<file path="config.mk">
export PLATFORM = sky130hd
export DESIGN_NAME = regfile_write_sequencer
export DESIGN_NICKNAME = d
export VERILOG_FILES = /design/src/rtl/regfile_write_sequencer.sv
export SDC_FILE = /design/constraint.sdc
export NUM_CORES = 1
export LEC_CHECK = 0
export CORE_MARGIN = 3
export CORE_UTILIZATION = 50
export CTS_BUF_LIST = sky130_fd_sc_hd__clkbuf_2 sky130_fd_sc_hd__clkbuf_4 sky130_fd_sc_hd__clkbuf_8
export DETAILED_ROUTE_END_ITERATION = 10
export PLACE_DENSITY = 0.83
export SYNTH_ARGS = -nofsm -noshare
export SYNTH_HDL_FRONTEND = slang
export SYNTH_SLANG_ARGS = --single-unit
</file>
<file path="constraint.sdc">
create_clock -name clk -period 5 [get_ports clk]
set_clock_uncertainty 0.2 [all_clocks]
set_input_delay 1 -clock clk [delete_from_list [all_inputs] [get_ports clk]]
set_output_delay 1 -clock clk [all_outputs]
set_load 0.1 [all_outputs]
</file>
<file path="src/rtl/regfile_write_sequencer.sv">
`timescale 1ns/1ps
`default_nettype none
// ============================================================================
// Module   : regfile_write_sequencer
// Purpose  : Write-side driver for the 32x32 register file. After reset it
//            sweeps reg[i] = i for i = INIT_LO..INIT_HI through the normal
//            write port, then drains buffered writeback requests in order,
//            one per cycle. A pending-write lookup exposes uncommitted writes.
// Options  : WSEQ_LOOKUP_EN - enables the combinational pending-write search;
//            when undefined lk_hit/lk_data are tied low.
// Revision : 1.0 - initial release
// ============================================================================
module regfile_write_sequencer #(
    parameter int DEPTH   = 4,
    parameter int AW      = 5,
    parameter int DW      = 32,
    parameter int INIT_LO = 16,
    parameter int INIT_HI = 30
) (
    input  logic          clk,
    input  logic          rst,
    input  logic          req_valid,
    output logic          req_ready,
    input  logic [AW-1:0] req_rd,
    input  logic [DW-1:0] req_data,
    output logic          RegWrite,
    output logic [AW-1:0] rd,
    output logic [DW-1:0] Data_In,
    output logic          init_done,
    output logic          busy,
    input  logic [AW-1:0] lk_addr,
    output logic          lk_hit,
    output logic [DW-1:0] lk_data
);

    localparam int PW = $clog2(DEPTH);
    localparam int CW = PW + 1;
    localparam int EW = AW + DW;

    typedef enum logic [0:0] {
        ST_INIT = 1'b0,
        ST_RUN  = 1'b1
    } state_t;

    state_t          state_q, state_d;
    logic [AW-1:0]   cnt_q, cnt_d;
    logic [PW-1:0]   wr_ptr_q, wr_ptr_d;
    logic [PW-1:0]   rd_ptr_q, rd_ptr_d;
    logic [CW-1:0]   count_q, count_d;
    logic [EW-1:0]   mem_q [DEPTH];
    logic [EW-1:0]   mem_d [DEPTH];
    logic            we_q, we_d;
    logic [AW-1:0]   rd_q, rd_d;
    logic [DW-1:0]   data_q, data_d;
    logic            done_q, done_d;

    logic            w_ready;
    logic            w_push;
    logic            w_pop;
    logic [EW-1:0]   w_head;

    // Full-ness alone gates acceptance, so a same-cycle pop never frees a slot early.
    assign w_ready = (count_q != CW'(DEPTH));
    assign w_push  = req_valid & w_ready;
    assign w_pop   = (state_q == ST_RUN) && (count_q != '0);
    assign w_head  = mem_q[rd_ptr_q];

    // Request FIFO bookkeeping: pointers wrap naturally because DEPTH is a power of two.
    always_comb begin
        wr_ptr_d = wr_ptr_q;
        rd_ptr_d = rd_ptr_q;
        count_d  = count_q;
        mem_d    = mem_q;
        if (w_push) begin
            mem_d[wr_ptr_q] = {req_rd, req_data};
            wr_ptr_d        = wr_ptr_q + PW'(1);
        end
        if (w_pop) begin
            rd_ptr_d = rd_ptr_q + PW'(1);
        end
        count_d = count_q + CW'(w_push) - CW'(w_pop);
    end

    // Next-state and write-port stage: init sweep first, then FIFO drain.
    always_comb begin
        state_d = state_q;
        cnt_d   = cnt_q;
        we_d    = we_q;
        rd_d    = rd_q;
        data_d  = data_q;
        done_d  = done_q;
        case (state_q)
            ST_INIT: begin
                we_d   = 1'b1;
                rd_d   = cnt_q;
                data_d = DW'(cnt_q);
                cnt_d  = cnt_q + AW'(1);
                if (cnt_q == AW'(INIT_HI)) begin
                    state_d = ST_RUN;
                    done_d  = 1'b1;
                end
            end
            ST_RUN: begin
                if (w_pop) begin
                    we_d   = 1'b1;
                    rd_d   = w_head[EW-1:DW];
                    data_d = w_head[DW-1:0];
                end else begin
                    // Address/data hold their last values while idle.
                    we_d = 1'b0;
                end
            end
            default: begin
                state_d = ST_INIT;
            end
        endcase
    end

    // Control and output-stage registers, cleared asynchronously.
    always_ff @(posedge clk or negedge rst) begin
        if (!rst) begin
            state_q  <= ST_INIT;
            cnt_q    <= AW'(INIT_LO);
            wr_ptr_q <= '0;
            rd_ptr_q <= '0;
            count_q  <= '0;
            we_q     <= 1'b0;
            rd_q     <= '0;
            data_q   <= '0;
            done_q   <= 1'b0;
        end else begin
            state_q  <= state_d;
            cnt_q    <= cnt_d;
            wr_ptr_q <= wr_ptr_d;
            rd_ptr_q <= rd_ptr_d;
            count_q  <= count_d;
            we_q     <= we_d;
            rd_q     <= rd_d;
            data_q   <= data_d;
            done_q   <= done_d;
        end
    end

    // FIFO storage needs no reset; validity is tracked by count/pointers.
    always_ff @(posedge clk) begin
        mem_q <= mem_d;
    end

    assign RegWrite  = we_q;
    assign rd        = rd_q;
    assign Data_In   = data_q;
    assign init_done = done_q;
    assign req_ready = w_ready;
    assign busy      = (count_q != '0) | we_q | (state_q == ST_INIT);

`ifdef WSEQ_LOOKUP_EN
    logic [PW-1:0] w_lk_idx;

    // Newest pending write wins: output stage first, then FIFO oldest to newest.
    always_comb begin
        lk_hit   = 1'b0;
        lk_data  = '0;
        w_lk_idx = '0;
        if (we_q && (rd_q == lk_addr)) begin
            lk_hit  = 1'b1;
            lk_data = data_q;
        end
        for (int i = 0; i < DEPTH; i++) begin
            w_lk_idx = rd_ptr_q + PW'(i);
            if ((CW'(i) < count_q) && (mem_q[w_lk_idx][EW-1:DW] == lk_addr)) begin
                lk_hit  = 1'b1;
                lk_data = mem_q[w_lk_idx][DW-1:0];
            end
        end
    end
`else
    logic w_lk_unused;

    assign lk_hit      = 1'b0;
    assign lk_data     = '0;
    assign w_lk_unused = ^lk_addr;
`endif

endmodule
`default_nettype wire

</file>
# --- After elaboration in Yosys (flattened, before gate mapping) ---
# Index checks and enable logic that the tools add are counted.
word_totals:
  out_inout_bits: 74
  in_bits: 45
  register_bits: 200
  word_cells: 48
op_classes:
  order_cmp: 3
  muxes: 14
  n_reduce_logical: 4
  bitwise_logic: 6
  add_sub_neg: 5
  eq_ne: 3
op_table:
  columns: ["operator", "count"]
  rows:
  - ["bitwise mux 148 bit", 1]
  - ["2-to-1 mux 37 bit", 3]
  - ["binary-select mux 37 bit (select 2 bit)", 1]
  - ["demux 37 bit (select 2 bit)", 1]
  - ["case mux 32 bit (2 select lines)", 1]
  - ["2-to-1 mux 32 bit", 1]
  - ["case mux 5 bit (2 select lines)", 1]
  - [">= comparator 3 bit (second input constant)", 2]
  - ["inverter 2 -> 3 bit", 2]
  - ["adder 5 x 1 -> 5 bit (second input constant)", 1]
  - ["== test 5 bit (second input constant)", 1]
  - ["2-to-1 mux 5 bit", 1]
  - ["adder 2 x 1 -> 2 bit (second input constant)", 2]
  - ["adder 3 x 1 -> 3 bit", 1]
  - ["less-than comparator 3 x 1 -> 1 bit (second input constant)", 1]
  - ["2-to-1 mux 1 bit", 3]
  - ["inequality test 3 bit (second input constant)", 1]
  - ["nonzero test 3 bit", 1]
  - ["subtractor 3 x 1 -> 3 bit", 1]
  - ["logical AND 1 bit", 2]
  - ["inequality test 2 x 1 -> 1 bit (second input constant)", 1]
  - ["bitwise OR 1 bit", 2]
  - ["case mux 1 bit (2 select lines)", 1]
  - ["AND reduction 2 bit", 1]
  - ["other kinds (2)", 2]

# --- Depth between registers and ports, before layout ---
# Gate-level depths: netlist of the first run.
depth:
  ltp_word: 6
  ltp_mapped: 10
  ltp_nobuf: 10

# --- Worst setup path after synthesis of the first run ---
# OpenSTA, ideal clock, no wires.
synth_timing:
  path_kind: "flip-flop to output port"
  startpoint: "reg we_q (netlist: RegWrite)"
  endpoint: "out busy"
  required_ns: 3.800
  path_buffers: 0
  slack_ns: 2.035
  t_arrival_ns: 1.765
  path_stages_with_launch: 2
  cell_sequence: "dfrtp_1 -> nand2b_1"
synth_between:
  elab_chain_cells: 2
synth_rtl:
  columns: ["item", "line", "rtl"]
  rows:
  - ["start: declaration", "52", "logic we_q, we_d;"]
  - ["start signal: assignment", "137", "we_q <= we_d;"]
  - ["bitwise OR 1 bit (2 in a row)", "154", "assign busy = (count_q != '0) | we_q | (state_q == ST_INIT);"]
  - ["end: declaration", "30", "output logic busy,"]
# No other way between the ends.

# --- Worst setup path after layout of the first run ---
layout_timing:
  startpoint: "reg state_q"
  endpoint: "out busy"
layout_between:
  elab_chain_cells: 2
layout_rtl:
  columns: ["item", "line", "rtl"]
  rows:
  - ["start: declaration", "45", "state_t state_q, state_d;"]
  - ["start signal: assignment", "132", "state_q <= state_d;"]
  - ["inverter 1 bit (no line)", null, null]
  - ["bitwise OR 1 bit", "154", null]
# No other way between the ends.

==> flow_results.xml, run 1 <==
<?xml version="1.0" encoding="UTF-8"?>
<metrics>
  <group name="cells_and_area">
    <metric name="net_count_final" unit="">512</metric>
    <metric name="final_layout_size_suffix_gt1_share" unit="%">17.62</metric>
    <metric name="layout.cell_area.non_filler" unit="sq mm">0.008884</metric>
    <metric name="syn_to_final_growth" unit="%">15.84</metric>
    <metric name="n_antenna_cell" unit="">0</metric>
  </group>
  <group name="detailed_routing">
    <metric name="wl_per_cell" unit="microns">21.02</metric>
    <metric name="drcViolationCount" unit="">0</metric>
    <metric name="routed-via-count" unit="">3656</metric>
    <metric name="drt-initial-drc-count" unit="">168</metric>
    <metric name="final_antenna_net_count" unit="">0</metric>
    <metric name="vias_per_instance" unit="">5.582</metric>
    <metric name="detail_route.wirelength" unit="microns">13770</metric>
    <metric name="drt_first_pass_iters" unit="">4</metric>
  </group>
  <group name="min_path">
    <metric name="path_class_of_the_lowest_slack_min_delay_path" unit="">register to register</metric>
    <metric name="hold_path_startpoint" unit="">init_done</metric>
  </group>
  <group name="critical_path">
    <metric name="worst-path-buf-inv" unit="">1</metric>
    <metric name="critical_path_cell_list" unit="">nor4b_4 -&gt; nand2b_1 -&gt; clkdlybuf4s50_1</metric>
    <metric name="worst_path_largest_cell_delay" unit="ns">1.16</metric>
    <metric name="critPathArrivalTime" unit="ns">2.46</metric>
    <metric name="cp_data_required_time" unit="ns">3.80</metric>
    <metric name="crit_slowest_cell" unit="">clkdlybuf4s50_1</metric>
    <metric name="critical_path.startpoint_type" unit="">register</metric>
    <metric name="critical_path.top_delay_family" unit="">buffers and inverters</metric>
    <metric name="worst-r2r-setup-slack" unit="ns">1.91</metric>
    <metric name="timing.setup.critical_path_class" unit="">register to output port</metric>
    <metric name="critical_path.reg2reg.startpoint" unit="">state_q</metric>
    <metric name="timing.critical_path.fanout_max" unit="">12</metric>
    <metric name="startpoint" unit="">state_q</metric>
    <metric name="endpoint_kind" unit="">output port</metric>
  </group>
  <group name="timing">
    <metric name="maxSlewHeadroom" unit="%">29.82</metric>
    <metric name="fin_ws" unit="ns">1.341</metric>
    <metric name="hold_viol" unit="">0</metric>
    <metric name="max_slew.worst_pin.slew" unit="ns">1.053</metric>
    <metric name="final_min_period_over_clock_period" unit="%">73.18</metric>
    <metric name="max_clock_freq" unit="GHz">0.2733</metric>
    <metric name="period_minus_slack" unit="ns">3.659</metric>
    <metric name="grt_setup_unrepaired" unit="">false</metric>
    <metric name="final_number_of_max_transition_violations" unit="">0</metric>
    <metric name="finalSetupViolations" unit="">0</metric>
    <metric name="fin_tns_setup" unit="ns">0</metric>
  </group>
  <group name="clocking">
    <metric name="cts_buffers" unit="">17</metric>
    <metric name="cts_buffer_depth" unit="">2</metric>
    <metric name="cts-hold-fix-buffers" unit="">0</metric>
    <metric name="cts_tree" unit="">done</metric>
    <metric name="cts.reportedPaths.clkPinSlew" unit="ns">0.08</metric>
    <metric name="post_cts.repair.setup_buffers" unit="">0</metric>
    <metric name="post_cts.resized_instances" unit="">0</metric>
    <metric name="cts.sink_count" unit="">200</metric>
    <metric name="clock_latency" unit="ns">0.46</metric>
    <metric name="ctsHtreeMaxLevel" unit="">4</metric>
    <metric name="clockRootBuffer" unit="">clkbuf_8</metric>
  </group>
  <group name="synthesis">
    <metric name="synth-async-reset-ratio" unit="%">26.00</metric>
    <metric name="yosys_most_used_dff" unit="">edfxtp_1</metric>
    <metric name="synth_commonest_cells" unit="">edfxtp_1, dfrtp_1, mux4_2</metric>
    <metric name="post_synth_inst_count" unit="">374</metric>
    <metric name="synth_edf_count" unit="">148</metric>
    <metric name="post_synth_main_area_contributors" unit="">edfxtp_1, dfrtp_1, mux4_2</metric>
    <metric name="yosys.area.top_type" unit="">edfxtp_1</metric>
    <metric name="synth_most_common_cell" unit="">edfxtp_1</metric>
    <metric name="synth.ff_latch_count" unit="">200</metric>
    <metric name="postSynthAreaPerCell" unit="sq um">20.50</metric>
    <metric name="synthDistinctLibCells" unit="">30</metric>
    <metric name="synth_top_area_share" unit="%">57.95</metric>
    <metric name="mappedNetlistArea" unit="sq mm">0.007669</metric>
    <metric name="yosysWarnings" unit="">0</metric>
    <metric name="synth.yosys.seq_area_share" unit="%">74.94</metric>
  </group>
  <group name="run_status">
    <metric name="status" unit="">finished clean</metric>
  </group>
  <group name="floorplan">
    <metric name="count_of_standard_cell_rows" unit="">44</metric>
    <metric name="design.core.area" unit="sq mm">0.01475</metric>
    <metric name="fp.dieArea" unit="sq mm">0.01686</metric>
    <metric name="start_util" unit="%">51.98</metric>
    <metric name="die_h" unit="microns">129.8</metric>
    <metric name="dieWidth" unit="microns">129.8</metric>
    <metric name="io-pin-count" unit="">119</metric>
  </group>
  <group name="global_route">
    <metric name="antenna_found_initial" unit="">0</metric>
    <metric name="global_route.usage.total" unit="%">17.66</metric>
    <metric name="global_route_wire_length_before_repair" unit="microns">21800</metric>
    <metric name="gr-total-overflow" unit="">0</metric>
    <metric name="vias_in_the_first_global_route" unit="">3943</metric>
    <metric name="grt_max_degree" unit="">53</metric>
  </group>
  <group name="placed_design">
    <metric name="place.port_buffers" unit="">80</metric>
    <metric name="postPlaceCellArea" unit="sq mm">0.008512</metric>
    <metric name="preCtsSetupSlack" unit="ns">1.710</metric>
    <metric name="routabilityCongestion" unit="">0.7412</metric>
    <metric name="dpl.hpwl" unit="microns">8018</metric>
  </group>
  <group name="job">
    <metric name="max-cap-violations" unit="">0</metric>
  </group>
</metrics>
## flip-flops by register name, indices dropped and copies added (netlist names), 2 cells and up
signal,flops
Data_In,32
cnt_q,5
count_q,3
mem_q,148
rd,5
rd_ptr_q,2
wr_ptr_q,2
## cell usage in the layout, fill, tap and decap left out, types with 2 or more instances in the layout
cell type        netlist  routed
a22o_1                27      27
clkinv_2               0       2
ha_1                   8       8
dfrtp_1               51      49
edfxtp_1             148     148
a221o_1               10      10
clkbuf_4               0       5
dfrtp_2                0       2
nand2b_1               2       2
clkdlybuf4s50_1        0      79
conb_1                 1      33
and3_2                 0       4
xnor2_1                8       8
buf_4                 33       3
a41o_1                 2       2
mux4_2                37      37
inv_1                  9       9
clkinv_1               0       2
nor2b_1                4       4
clkbuf_8               0      23
## logic make-up (layout without fill, tap and decap cells)
| logic type | Yosys count | in the layout | synth area share [%] |
|---|---|---|---|
| muxes | 39 | 39 | 11.19 |
| buffers and inverters | 59 | 124 | 4.911 |
| adders and majority gates | 9 | 9 | 1.566 |
| other | 1 | 33 | 0.04890 |
| and+or+nand+nor | 17 | 17 | 1.550 |
| AOI/OAI and AO/OA | 40 | 40 | 4.764 |
| xor gates and xnor gates | 9 | 9 | 1.028 |
| DFF | 200 | 200 | 74.94 |
## area by class of cell
type	count	area (sq um)
clock buffer	28	354.1
inverter	9	33.78
fill	1026	5871
clock inverter	4	17.52
multi-input combinational	147	1680
sequential	200	5749
timing repair buffer	83	818.3
tap	184	230.2
## per-stage QoR
step | hold WS (ns) | utilization [%] | std cells
after floorplan | 0.2744 | - | 406
after global placement | 0.2618 | 57.69 | 623
after detailed placement | 0.2633 | 57.69 | 623
after CTS | 0.2846 | 60.21 | 655
after global routing | 0.3159 | 60.21 | 655
final | 0.2770 | 60.21 | 655
## worst register-to-register path: stages (launching register included)
cell     delay [ns]
dfrtp_1        0.62
o31a_2         0.89
ha_1           0.38
inv_1          0.06
ha_1           0.13
inv_1          0.05
fa_1           0.38
xnor2_1        0.15
xnor2_1        0.13
## routing by layer
metal  GRT usage [%]  up-vias  part of all wire (%)
met5               0        -                     0
met3           4.748       15                   6.8
met2           29.30      155                    51
met1           22.64     1890                    41
li1                -     1596                     -
met4           6.601        0                   1.2
## worst paths after layout
check | endpoint | depth (start not counted)
min reg2reg | init_done | 1
max reg2reg | count_q[2] | 8
min | init_done | 1
max in group asynchronous | rd_ptr_q[1] | 2
min in group asynchronous | Data_In[6] | 2
max | busy | 3
Power of run 1 is not shown: default switching activity piles up to over one toggle a cycle in this logic, so the estimate is an artifact.
==> run 2: changes to the inputs <==
- PLACE_DENSITY: 0.83 -> 0.86
- clock period: 5 -> 3.1 ns (I/O delays scaled with it)
==> flow_results.xml, run 2 (same netlist as run 1, synthesis figures left out) <==
<?xml version="1.0" encoding="UTF-8"?>
<metrics>
  <group name="floorplan">
    <metric name="design.core.area" unit="sq mm">0.01475</metric>
    <metric name="fp.dieArea" unit="sq mm">0.01686</metric>
    <metric name="count_of_standard_cell_rows" unit="">44</metric>
    <metric name="die_h" unit="microns">129.8</metric>
    <metric name="io-pin-count" unit="">119</metric>
    <metric name="dieWidth" unit="microns">129.8</metric>
    <metric name="start_util" unit="%">51.98</metric>
  </group>
  <group name="clocking">
    <metric name="cts.sink_count" unit="">200</metric>
    <metric name="cts_buffer_depth" unit="">2</metric>
    <metric name="ctsHtreeMaxLevel" unit="">4</metric>
    <metric name="cts.reportedPaths.clkPinSlew" unit="ns">0.10</metric>
    <metric name="cts_tree" unit="">done</metric>
    <metric name="clock_latency" unit="ns">0.45</metric>
    <metric name="post_cts.repair.setup_buffers" unit="">0</metric>
    <metric name="cts-hold-fix-buffers" unit="">0</metric>
    <metric name="post_cts.resized_instances" unit="">0</metric>
    <metric name="clockRootBuffer" unit="">clkbuf_8</metric>
    <metric name="cts_buffers" unit="">17</metric>
  </group>
  <group name="global_route">
    <metric name="global_route_wire_length_before_repair" unit="microns">21310</metric>
    <metric name="top_usage_layer" unit="">met2</metric>
    <metric name="vias_in_the_first_global_route" unit="">3876</metric>
    <metric name="grt_max_degree" unit="">53</metric>
    <metric name="global_route.usage.total" unit="%">17.41</metric>
    <metric name="grtUsageMet3" unit="%">5.158</metric>
    <metric name="antenna_found_initial" unit="">0</metric>
    <metric name="global_route.usage.met2" unit="%">29.00</metric>
    <metric name="gr-total-overflow" unit="">0</metric>
    <metric name="grt.met1_usage" unit="%">21.86</metric>
  </group>
  <group name="timing">
    <metric name="maxSlewHeadroom" unit="%">51.98</metric>
    <metric name="grt_setup_unrepaired" unit="">false</metric>
    <metric name="final_min_period_over_clock_period" unit="%">84.54</metric>
    <metric name="period_minus_slack" unit="ns">2.621</metric>
    <metric name="final_number_of_max_transition_violations" unit="">0</metric>
    <metric name="fin_tns_setup" unit="ns">0</metric>
    <metric name="max_clock_freq" unit="GHz">0.3816</metric>
    <metric name="max_slew.worst_pin.slew" unit="ns">0.7203</metric>
    <metric name="finalSetupViolations" unit="">0</metric>
    <metric name="hold_viol" unit="">0</metric>
  </group>
  <group name="detailed_routing">
    <metric name="drcViolationCount" unit="">0</metric>
    <metric name="routed-via-count" unit="">3646</metric>
    <metric name="final_antenna_net_count" unit="">0</metric>
    <metric name="drt-initial-drc-count" unit="">242</metric>
    <metric name="drt_first_pass_iters" unit="">4</metric>
    <metric name="detail_route.wirelength" unit="microns">13700</metric>
    <metric name="wl_per_cell" unit="microns">20.69</metric>
    <metric name="vias_per_instance" unit="">5.508</metric>
  </group>
  <group name="critical_path">
    <metric name="critPathArrivalTime" unit="ns">2.79</metric>
    <metric name="crit_slowest_cell" unit="">dfrtp_1</metric>
    <metric name="endpoint_kind" unit="">register</metric>
    <metric name="timing.setup.critical_path_class" unit="">register to register</metric>
    <metric name="worst_reg2reg_path_length_in_cells" unit="">10</metric>
    <metric name="timing.critical_path.fanout_max" unit="">6</metric>
    <metric name="timing.critical_path.mode_cell" unit="">inv_1</metric>
    <metric name="critical_path.reg2reg.startpoint" unit="">count_q[1]</metric>
    <metric name="critical_path.startpoint_type" unit="">register</metric>
    <metric name="rr_endpoint" unit="">count_q[2]</metric>
    <metric name="cp_data_required_time" unit="ns">3.27</metric>
    <metric name="worst_path_largest_cell_delay" unit="ns">0.49</metric>
    <metric name="worst-r2r-setup-slack" unit="ns">0.48</metric>
    <metric name="critical_path_cell_list" unit="">or3b_4 -&gt; and2_4 -&gt; inv_1 -&gt; ha_1 -&gt; inv_1 -&gt; ha_1 -&gt; inv_1 -&gt; fa_1 -&gt; xnor2_1 -&gt; xnor2_1</metric>
  </group>
  <group name="cells_and_area">
    <metric name="n_antenna_cell" unit="">0</metric>
    <metric name="layout.cells.most_common_list" unit="">edfxtp_1, dfrtp_1, buf_4</metric>
    <metric name="layout_commonest_cell" unit="">edfxtp_1</metric>
    <metric name="largest_register_ff_count" unit="">148</metric>
    <metric name="net_count_final" unit="">519</metric>
    <metric name="final_layout_size_suffix_gt1_share" unit="%">27.82</metric>
    <metric name="syn_to_final_growth" unit="%">17.10</metric>
    <metric name="regMostFlops" unit="">mem_q</metric>
    <metric name="filler_cell_count" unit="">994</metric>
  </group>
  <group name="job">
    <metric name="max-cap-violations" unit="">0</metric>
  </group>
  <group name="placed_design">
    <metric name="routabilityCongestion" unit="">0.7190</metric>
    <metric name="dpl.hpwl" unit="microns">8262</metric>
    <metric name="place.port_buffers" unit="">80</metric>
  </group>
  <group name="min_path">
    <metric name="path_class_of_the_lowest_slack_min_delay_path" unit="">input port to asynchronous set/reset pin</metric>
  </group>
  <group name="run_status">
    <metric name="status" unit="">finished clean</metric>
  </group>
</metrics>
## run 2: worst max path at each step
stage | startpoint | end | slack [ns] | depth (start not counted)
after floorplan | count_q[1] | count_q[2] | 0.43 | 10
after global placement | req_valid | count_q[2] | 0.28 | 10
after detailed placement | req_valid | count_q[2] | 0.22 | 10
after CTS | count_q[1] | count_q[2] | 0.47 | 10
after global routing | count_q[1] | count_q[2] | 0.34 | 10
final | count_q[1] | count_q[2] | 0.48 | 10
## run 2: worst max-delay path: cells and delay by family, from the launching register on
kind	cells	cell delay (ns)
adders and majority gates	3	0.72
and+or+nand+nor	2	0.65
buffers and inverters	3	0.17
DFF	1	0.49
xor gates and xnor gates	2	0.33
## run 2: per-stage QoR
stage,instances,area [sq um],setup WS (ns),hold WS [ns],utilization [%]
after floorplan,406,7789,0.4296,0.1244,-
after global placement,630,8537,0.2845,0.2830,57.86
after detailed placement,630,8537,0.2211,0.2670,57.86
after CTS,662,8980,0.4675,0.1141,60.86
after global routing,662,8980,0.3383,0.1415,60.86
final,662,8980,0.4792,0.1004,60.86
## run 2: area by class of cell
cell class / count / area, sq um / area share [%]
timing repair buffer: 90 / 843.3 / 9.391
inverter: 9 / 33.78 / 0.3762
tap: 184 / 230.2 / 2.564
sequential: 200 / 5749 / 64.02
clock buffer: 20 / 269.0 / 2.996
clock inverter: 12 / 173.9 / 1.937
multi-input combinational: 147 / 1680 / 18.71
## run 2: metal layers
metal / vias to the layer above / part of all wire [%]
li1: 1610 / -
met1: 1858 / 40
met2: 168 / 51
met3: 10 / 8.0
met4: 0 / 1.1
met5: - / 0
Power of run 2 is left out for the same reason.
==> run 3: changes to the inputs <==
- clock period: 3.1 -> 2.4 ns (I/O delays scaled with it)
==> flow_results.xml, run 3 (same netlist as run 1, synthesis figures left out) <==
<?xml version="1.0" encoding="UTF-8"?>
<metrics>
  <group name="floorplan">
    <metric name="die_h" unit="microns">129.8</metric>
    <metric name="design.core.area" unit="sq mm">0.01475</metric>
    <metric name="start_util" unit="%">51.98</metric>
    <metric name="io-pin-count" unit="">119</metric>
    <metric name="dieWidth" unit="microns">129.8</metric>
    <metric name="count_of_standard_cell_rows" unit="">44</metric>
    <metric name="fp.dieArea" unit="sq mm">0.01686</metric>
  </group>
  <group name="critical_path">
    <metric name="worst-r2r-setup-slack" unit="ns">0.006</metric>
    <metric name="critPathArrivalTime" unit="ns">2.52</metric>
    <metric name="critical_path.reg2reg.startpoint" unit="">count_q[1]</metric>
    <metric name="cp_data_required_time" unit="ns">2.53</metric>
    <metric name="timing.setup.critical_path_class" unit="">register to register</metric>
    <metric name="worst_path_largest_cell_delay" unit="ns">0.42</metric>
    <metric name="critical_path_cell_list" unit="">or3b_4 -&gt; and2_4 -&gt; inv_2 -&gt; ha_1 -&gt; inv_1 -&gt; ha_1 -&gt; inv_1 -&gt; fa_2 -&gt; xnor2_2 -&gt; xnor2_1</metric>
    <metric name="worst_reg2reg_path_length_in_cells" unit="">10</metric>
    <metric name="endpoint_kind" unit="">register</metric>
    <metric name="rr_endpoint" unit="">count_q[2]</metric>
    <metric name="critical_path.top_delay_family" unit="">adder cells</metric>
    <metric name="worst-path-buf-inv" unit="">3</metric>
    <metric name="critical_path.startpoint_type" unit="">register</metric>
    <metric name="timing.critical_path.fanout_max" unit="">3</metric>
    <metric name="crit_slowest_cell" unit="">dfrtp_2</metric>
  </group>
  <group name="timing">
    <metric name="final_number_of_max_transition_violations" unit="">0</metric>
    <metric name="final_min_period_over_clock_period" unit="%">99.75</metric>
    <metric name="grt_setup_unrepaired" unit="">true</metric>
    <metric name="max_slew.worst_pin.slew" unit="ns">0.5071</metric>
    <metric name="hold_viol" unit="">0</metric>
    <metric name="finalSetupViolations" unit="">0</metric>
    <metric name="maxSlewHeadroom" unit="%">66.19</metric>
    <metric name="period_minus_slack" unit="ns">2.394</metric>
    <metric name="max_clock_freq" unit="GHz">0.4177</metric>
  </group>
  <group name="detailed_routing">
    <metric name="wl_per_cell" unit="microns">20.85</metric>
    <metric name="drt-initial-drc-count" unit="">261</metric>
    <metric name="final_antenna_net_count" unit="">0</metric>
    <metric name="drt_first_pass_iters" unit="">4</metric>
    <metric name="drcViolationCount" unit="">0</metric>
    <metric name="vias_per_instance" unit="">5.587</metric>
    <metric name="routed-via-count" unit="">3771</metric>
    <metric name="detail_route.wirelength" unit="microns">14070</metric>
  </group>
  <group name="cells_and_area">
    <metric name="n_antenna_cell" unit="">0</metric>
    <metric name="largest_register_ff_count" unit="">148</metric>
    <metric name="syn_to_final_growth" unit="%">17.98</metric>
    <metric name="final_layout_size_suffix_gt1_share" unit="%">30.35</metric>
    <metric name="layout_commonest_cell" unit="">edfxtp_1</metric>
    <metric name="regMostFlops" unit="">mem_q</metric>
    <metric name="layout.cells.most_common_list" unit="">edfxtp_1, buf_4, dfrtp_1</metric>
    <metric name="net_count_final" unit="">532</metric>
    <metric name="layout.cell_area.non_filler" unit="sq mm">0.009047</metric>
  </group>
  <group name="global_route">
    <metric name="antenna_found_initial" unit="">0</metric>
    <metric name="grt_max_degree" unit="">40</metric>
    <metric name="global_route.usage.total" unit="%">17.81</metric>
    <metric name="global_route_wire_length_before_repair" unit="microns">22020</metric>
    <metric name="vias_in_the_first_global_route" unit="">3954</metric>
    <metric name="gr-total-overflow" unit="">0</metric>
  </group>
  <group name="min_path">
    <metric name="hold_path_startpoint" unit="">init_done</metric>
    <metric name="holdPathStages" unit="">1</metric>
    <metric name="hold-path-endpoint" unit="">init_done</metric>
    <metric name="path_class_of_the_lowest_slack_min_delay_path" unit="">register to register</metric>
  </group>
  <group name="placed_design">
    <metric name="dpl.hpwl" unit="microns">9018</metric>
    <metric name="place.port_buffers" unit="">80</metric>
    <metric name="routabilityCongestion" unit="">0.7577</metric>
    <metric name="postPlaceCellArea" unit="sq mm">0.008663</metric>
  </group>
  <group name="clocking">
    <metric name="cts_buffers" unit="">17</metric>
    <metric name="ctsHtreeMaxLevel" unit="">4</metric>
    <metric name="cts_buffer_depth" unit="">2</metric>
    <metric name="clockRootBuffer" unit="">clkbuf_8</metric>
    <metric name="clock_latency" unit="ns">0.45</metric>
    <metric name="cts_tree" unit="">done</metric>
    <metric name="cts.reportedPaths.clkPinSlew" unit="ns">0.09</metric>
    <metric name="cts.sink_count" unit="">200</metric>
  </group>
  <group name="run_status">
    <metric name="status" unit="">finished clean</metric>
  </group>
  <group name="job">
    <metric name="max-cap-violations" unit="">0</metric>
  </group>
</metrics>
## run 3: cell count changes in the layout (fill, tap and decap cells not counted), sizes merged
| cell | before | now |
|---|---|---|
| inv | 9 | 12 |
| dlygate4sd3 | 0 | 1 |
| bufinv | 4 | 1 |
| clkinvlp | 4 | 0 |
| clkinv | 4 | 8 |
| buf | 52 | 64 |
## run 3: repair_timing
item                                   CTS  global route
buffers inserted                         1             0
pin swaps                                2             1
setup endpoints to repair                2             2
endpoints found under the hold margin   18             0
gates resized for setup                  1             0
hold buffers                             1             0
## run 3: layout make-up
cell class,instances,area (sq um)
fill,1017,5707
sequential,200,5751
inverter,9,33.78
timing repair buffer,103,980.9
clock inverter,12,102.6
clock buffer,20,256.5
multi-input combinational,147,1693
tap,184,230.2
## run 3: metrics by stage
stage | instances | utilization (%) | hold slack, ns | worst slack (ns) | setup TNS, ns
after CTS | 675 | 61.32 | 0.2852 | 0.001015 | 0
after global routing | 675 | 61.32 | 0.3046 | -0.09124 | -0.1253
after detailed placement | 641 | 58.72 | 0.2573 | -0.2621 | -0.4456
after floorplan | 406 | - | -0.01559 | -0.1770 | -0.2901
after global placement | 641 | 58.72 | 0.2671 | -0.1864 | -0.3065
final | 675 | 61.32 | 0.2798 | 0.006118 | 0
## run 3: worst max path at each step
stage / start / end / slack [ns] / cells after the start
global route: count_q[1] / count_q[2] / -0.09 / 10
CTS: count_q[1] / busy / 0.001 / 4
detailed placement: req_valid / count_q[2] / -0.26 / 10
floorplan: count_q[1] / count_q[2] / -0.18 / 10
global placement: req_valid / count_q[2] / -0.19 / 10
finish: count_q[1] / count_q[2] / 0.006 / 10
## run 3: per-layer routing
metal  GRT usage, %  vias to the layer above  part of all wire [%]
li1               -                     1634                     -
met1          22.39                     1973                    40
met2          29.97                      147                    53
met3          4.585                       17                   6.2
met4          7.029                        0                   1.5
met5              0                        -                     0
Power of run 3 is left out for the same reason.
